--- src/rtl/muldiv_pkg.sv ---
// Shared encodings for the multi-cycle multiply/divide sequencer and the ALU decoder.
package muldiv_pkg;

  localparam int unsigned CNTW = 5;

  typedef enum logic [1:0] {
    OpMul   = 2'b00,
    OpMulhu = 2'b01,
    OpDivu  = 2'b10,
    OpRemu  = 2'b11
  } muldivOpE;

  typedef enum logic [1:0] {
    StIdle = 2'b00,
    StReq  = 2'b01,
    StRun  = 2'b10,
    StDone = 2'b11
  } muldivStateE;

  localparam logic [2:0] ALU_ADD = 3'd0;
  localparam logic [2:0] ALU_SUB = 3'd1;

endpackage

--- src/rtl/muldiv_step.sv ---
// One iteration of shift-add multiply or restoring divide, built around the borrowed ALU.
module muldiv_step
  import muldiv_pkg::*;
#(
  parameter int unsigned XLEN = 32
) (
  input  logic            isDiv,
  input  logic [XLEN-1:0] hi,        // P_hi or remainder
  input  logic [XLEN-1:0] lo,        // P_lo or quotient
  input  logic [XLEN-1:0] operand,   // multiplicand or divisor
  input  logic [XLEN-1:0] aluResult,
  output logic [XLEN-1:0] srcA,
  output logic [XLEN-1:0] srcB,
  output logic [2:0]      aluCtrl,
  output logic [XLEN-1:0] hiNext,
  output logic [XLEN-1:0] loNext
);

  logic [XLEN-1:0] shifted;
  logic            carry;
  logic            take;

  assign shifted = {hi[XLEN-2:0], lo[XLEN-1]};
  // The ALU add drops the carry; recover it from unsigned wrap-around.
  assign carry   = (aluResult < hi);
  // A set top remainder bit means the 33-bit partial value always exceeds the divisor.
  assign take    = hi[XLEN-1] | (shifted >= operand);

  always_comb begin
    srcA    = '0;
    srcB    = '0;
    aluCtrl = ALU_ADD;
    hiNext  = hi;
    loNext  = lo;
    if (isDiv) begin
      srcA    = shifted;
      srcB    = operand;
      aluCtrl = ALU_SUB;
      hiNext  = take ? aluResult : shifted;
      loNext  = {lo[XLEN-2:0], take};
    end else begin
      srcA    = hi;
      srcB    = lo[0] ? operand : '0;
      aluCtrl = ALU_ADD;
      hiNext  = {carry, aluResult[XLEN-1:1]};
      loNext  = {aluResult[0], lo[XLEN-1:1]};
    end
  end

endmodule

--- src/rtl/muldiv_sequencer.sv ---
// Multi-cycle unsigned MUL/MULHU/DIVU/REMU controller that borrows the shared execute-stage ALU.
module muldiv_sequencer
  import muldiv_pkg::*;
#(
  parameter int unsigned XLEN = 32
) (
  input  logic            clk,
  input  logic            reset,
  input  logic            StartE,
  input  logic [1:0]      OpE,
  input  logic [XLEN-1:0] SrcAE,
  input  logic [XLEN-1:0] SrcBE,
  output logic            ReqM,
  input  logic            GrantM,
  output logic [XLEN-1:0] SrcAM,
  output logic [XLEN-1:0] SrcBM,
  output logic [2:0]      ALUControlM,
  input  logic [XLEN-1:0] ALUResultM,
  output logic            BusyE,
  output logic            DoneE,
  output logic [XLEN-1:0] ResultE
);

  muldivStateE     stateQ, stateD;
  logic [1:0]      opQ, opD;
  logic [XLEN-1:0] hiQ, hiD;
  logic [XLEN-1:0] loQ, loD;
  logic [XLEN-1:0] operandQ, operandD;
  logic [CNTW-1:0] cntQ, cntD;
  logic [XLEN-1:0] resultQ, resultD;

  logic [XLEN-1:0] stepSrcA, stepSrcB, stepHi, stepLo, resultSel;
  logic [2:0]      stepCtrl;

  muldiv_step #(
    .XLEN(XLEN)
  ) uStep (
    .isDiv    (opQ[1]),
    .hi       (hiQ),
    .lo       (loQ),
    .operand  (operandQ),
    .aluResult(ALUResultM),
    .srcA     (stepSrcA),
    .srcB     (stepSrcB),
    .aluCtrl  (stepCtrl),
    .hiNext   (stepHi),
    .loNext   (stepLo)
  );

  // MULHU/REMU live in the high register, MUL/DIVU in the low one.
  assign resultSel = opQ[0] ? hiQ : loQ;

  always_comb begin
    stateD   = stateQ;
    opD      = opQ;
    hiD      = hiQ;
    loD      = loQ;
    operandD = operandQ;
    cntD     = cntQ;
    resultD  = resultQ;
    ReqM     = 1'b0;
    BusyE    = 1'b0;
    DoneE    = 1'b0;
    unique case (stateQ)
      StIdle: begin
        if (StartE) begin
          BusyE = 1'b1;
          opD   = OpE;
          cntD  = '0;
          if (OpE[1] && (SrcBE == '0)) begin
            // Divide by zero: preload quotient all-ones and remainder = dividend.
            hiD      = SrcAE;
            loD      = '1;
            operandD = '0;
            stateD   = StDone;
          end else begin
            hiD      = '0;
            loD      = OpE[1] ? SrcAE : SrcBE;
            operandD = OpE[1] ? SrcBE : SrcAE;
            stateD   = StReq;
          end
        end
      end
      StReq, StRun: begin
        ReqM  = 1'b1;
        BusyE = 1'b1;
        if (GrantM) begin
          hiD  = stepHi;
          loD  = stepLo;
          cntD = cntQ + CNTW'(1);
          if (cntQ == '1) begin
            stateD = StDone;
          end else begin
            stateD = StRun;
          end
        end
      end
      StDone: begin
        DoneE   = 1'b1;
        resultD = resultSel;
        stateD  = StIdle;
      end
      default: stateD = StIdle;
    endcase
  end

  assign ResultE     = (stateQ == StDone) ? resultSel : resultQ;
  assign SrcAM       = ReqM ? stepSrcA : '0;
  assign SrcBM       = ReqM ? stepSrcB : '0;
  assign ALUControlM = ReqM ? stepCtrl : 3'd0;

  always_ff @(posedge clk) begin
    if (reset) begin
      stateQ   <= StIdle;
      opQ      <= '0;
      hiQ      <= '0;
      loQ      <= '0;
      operandQ <= '0;
      cntQ     <= '0;
      resultQ  <= '0;
    end else begin
      stateQ   <= stateD;
      opQ      <= opD;
      hiQ      <= hiD;
      loQ      <= loD;
      operandQ <= operandD;
      cntQ     <= cntD;
      resultQ  <= resultD;
    end
  end

endmodule
--- config.mk ---
export PLATFORM = sky130hd
export DESIGN_NAME = muldiv_sequencer
export DESIGN_NICKNAME = d
export VERILOG_FILES = /design/src/rtl/muldiv_pkg.sv /design/src/rtl/muldiv_step.sv /design/src/rtl/muldiv_sequencer.sv
export SDC_FILE = /design/constraint.sdc
export NUM_CORES = 1
export LEC_CHECK = 0
export CORE_AREA = 4 4 144 146
export CTS_CLUSTER_DIAMETER = 80
export DETAILED_ROUTE_END_ITERATION = 12
export DIE_AREA = 0 0 148 150
export GPL_TIMING_DRIVEN = 0
export PLACE_DENSITY = 0.77
export SLEW_MARGIN = 40
export SYNTH_ARGS = -nofsm -noshare
export SYNTH_HDL_FRONTEND = slang
export SYNTH_SLANG_ARGS = --single-unit
--- constraint.sdc ---
create_clock -name clk -period 3.12 [get_ports clk]
set_input_delay 0.312 -clock clk [delete_from_list [all_inputs] [get_ports clk]]
set_output_delay 0.312 -clock clk [all_outputs]
set_load 0.02 [all_outputs]
==> out/qor.yml <==
post-route-period-util: 1.00
cts_tree: "built"
post_cts_buffers: 0
synth_cells: 1205
crit_type: "reg2out"
fillers: 1716
path_buf_inv: 5
h-tree-depth: 4
path_max_fanout: 10
clk_latency_ns: 0.43
grt_max_degree: 20
max_slew_margin: 0.451
min-delay-start: "cntQ[4]"
hold_path_depth: 2
synth_xor_area_frac: 0
wirelength_microns: 36900
viasPerCell: 6.17
nets: 1592
r2r.worst_path.cells: 10
ys_seq_area_frac: 0.288
syn_avg_cell_area_sq_um: 7.91
gp_congestion: 0.971
p_leak_uw: 0.00504
worstMarginPinSlew_ns: 0.824
pre_cts_slack_ns: -0.235
wire_per_inst_microns: 21.7
timing.final.hold_violations: 0
cts_made_buffers: 17
initial_utilization: 0.492
synth-simple-area-share: 0.182
cts.path.max_buffers: 2
setup_slack_ns: -0.00292
maxCapViolations: 0
core.rowCount: 51
reg2reg_slack_ns: 0.16
clock_sinks: 137
place_inst: 1670
max_stage_delay_ns: 0.65
cp.required_ns: 2.81
max_freq_ghz: 0.320
cp-end-kind: "output pin"
synth_mux_area_frac: 0.168
final_core_util: 0.649
synth-seq-cells: 137
die_h_microns: 150
synth_warnings: 0
multi_input_area_sq_um: 6150
layout_commonest_cell: "clkdlybuf4s50_1"
cts.clk_slew.worst_paths_ns: 0.06
path_cells: "clkbuf_1 > buf_2 > buf_4 > nor2_2 > clkbuf_2 > nor3_1 > clkdlybuf4s50_1"
mostFrequentLayoutCells: "clkdlybuf4s50_1 (183), nor2_1 (179), mux2i_1 (160)"
yosys.area.top_type: "dfxtp_1"
ant_nets: 0
r2r-end: "hiQ[2]"
areaGrowthSynthToFinish_pct: 32.1
numPortBuffers: 199
synth_top_family_by_area: "compound AO/OA/AOI/OAI gates"
min_path_type: "reg2reg"
grt_pass1_wl_microns: 55700
ff_latch_area_sq_um: 2740
cp_slowest_cell: "clkdlybuf4s50_1"
synth_compound_area_frac: 0.205
drtIter0Drc: 1169
tns_ns: -0.00292
core_sq_um: 19400
slew_viol_final: 0
drc: 0
synthTopCellsByArea: "dfxtp_1 (29%), mux2i_1 (17%), ha_1 (8.8%)"
status: "finished with violations"
violations: "setup timing"
instances_no_fill: 1701
yosysTopAreaCellShare: 0.288
syn_area_sq_um: 9540
r2r-start: "loQ[31]"
arrival_ns: 2.81
design.die.area_sq_um: 22200
power_density_nw_per_um2: 947
layout_min_cycle_time_ns: 3.12
path_depth: 7
vias: 10489
cts_root_buf: "clkbuf_16"
die_x_microns: 148
hold-path-endpoint: "cntQ[4]"
ios: 204
finClkSkew_ns: 0.00914
gr-usage-all-layers: 0.322
finalSetupViolations: 1
overflow: 0
hpwl_microns: 27300
antenna_found_initial: 0
ys_types: 49
drive_gt1_frac: 0.0641
startpoint_type: "flip-flop"
grt_pass1_vias: 10196
diodes: 0
cpLargestDelayFamily: "buffers and inverters"
synthAdderAreaFrac: 0.0879
dr.pass1.iters: 7
ir_worst_vdd_mv: 0.554
[worst min-delay path, stage by stage, from the launching register on]
cell and delay (ns):
dfxtp_1 0.32, nand2_1 0.06, a21oi_1 0.05
[layout make-up]
cell class	instances	share of cell area
Multi-Input combinational cell	899	0.488
Sequential cell	137	0.218
Timing Repair Buffer	199	0.160
Clock buffer	21	0.0374
Buffer	100	0.0364
Tap cell	265	0.0263
Inverter	69	0.0206
Clock inverter	11	0.0134
[sequential cells by signal, indices dropped and copies added (netlist names)]
register,count
stateQ,2
operandQ,32
opQ,2
hiQ,32
cntQ,5
loQ,32
resultQ,32
[routing by layer]
layer | global-route usage | vias to the layer above | part of all wire
li1 | - | 4807 | -
met1 | 0.412 | 4862 | 0.40
met2 | 0.515 | 689 | 0.45
met3 | 0.0694 | 131 | 0.11
met4 | 0.160 | 0 | 0.047
met5 | 0 | - | 0
[cells by family after synthesis]
logic type / after synthesis
adders and majority gates: 67
muxes: 160
buffers and inverters: 170
AOI/OAI and AO/OA: 291
other: 1
DFF: 137
and+or+nand+nor: 379
[worst max path at each step]
stage	from	end	slack, ns
5_1_grt	stateQ[1]	SrcBM[22]	-0.02
4_1_cts	opQ[1]	SrcBM[9]	0.004
2_1_floorplan	loQ[31]	hiQ[0]	0.81
3_5_place_dp	StartE	BusyE	-0.24
6_report	opQ[1]	SrcBM[11]	-0.003
3_3_place_gp	loQ[31]	hiQ[2]	-0.23
[stage by stage]
stage	hold WS [ns]	total power, uW	cell area, sq um
after floorplan	0.434	7010	9540
after global placement	0.442	9250	11900
after detailed placement	0.461	9420	11900
after CTS	0.465	11700	12500
after global routing	0.493	12600	12600
final	0.472	11900	12600
[report_power, final]
group,leakage (uW),internal (uW),switching [uW]
Combinational,0.00360,2520,4150
Sequential,0.00112,2330,689
Clock,0.000313,1400,827
Total,0.00504,6250,5670
[cell usage after synthesis, drive strengths merged]
| cell type | number |
|---|---|
| and3 | 3 |
| o221ai | 31 |
| o21ai | 10 |
| o311ai | 1 |
| nor3b | 1 |
| conb | 1 |
| clkbuf | 62 |
| or2 | 2 |
| o22ai | 2 |
| or4 | 1 |
| a22oi | 31 |
| and4 | 1 |
| nor4b | 1 |
| ha | 67 |
| o211ai | 3 |
| inv | 69 |
| a21o | 7 |
| a211o | 1 |
| nand2 | 51 |
| nor2b | 36 |
| o2111ai | 1 |
| a2bb2oi | 2 |
| o31ai | 1 |
| nand2b | 2 |
| nor3 | 67 |
| a221oi | 32 |
| mux2i | 160 |
| and2 | 3 |
| o2111a | 1 |
| nor4 | 9 |
| buf | 39 |
| o2bb2ai | 1 |
| a211oi | 38 |
| a2111oi | 3 |
| nand4 | 11 |
| o21a | 4 |
| a21oi | 120 |
| a31oi | 1 |
| dfxtp | 137 |
| o311a | 1 |
| nand3 | 9 |
| nor2 | 180 |
| or3 | 2 |
[timing repair]
item / 4_1_cts / 5_1_grt
hold buffers: 0 / 0
resized for setup: 30 / 35
cloned: 0 / 0
endpoints found under the setup margin: 127 / 125
Note: power is estimated with default switching activity, not from simulation.
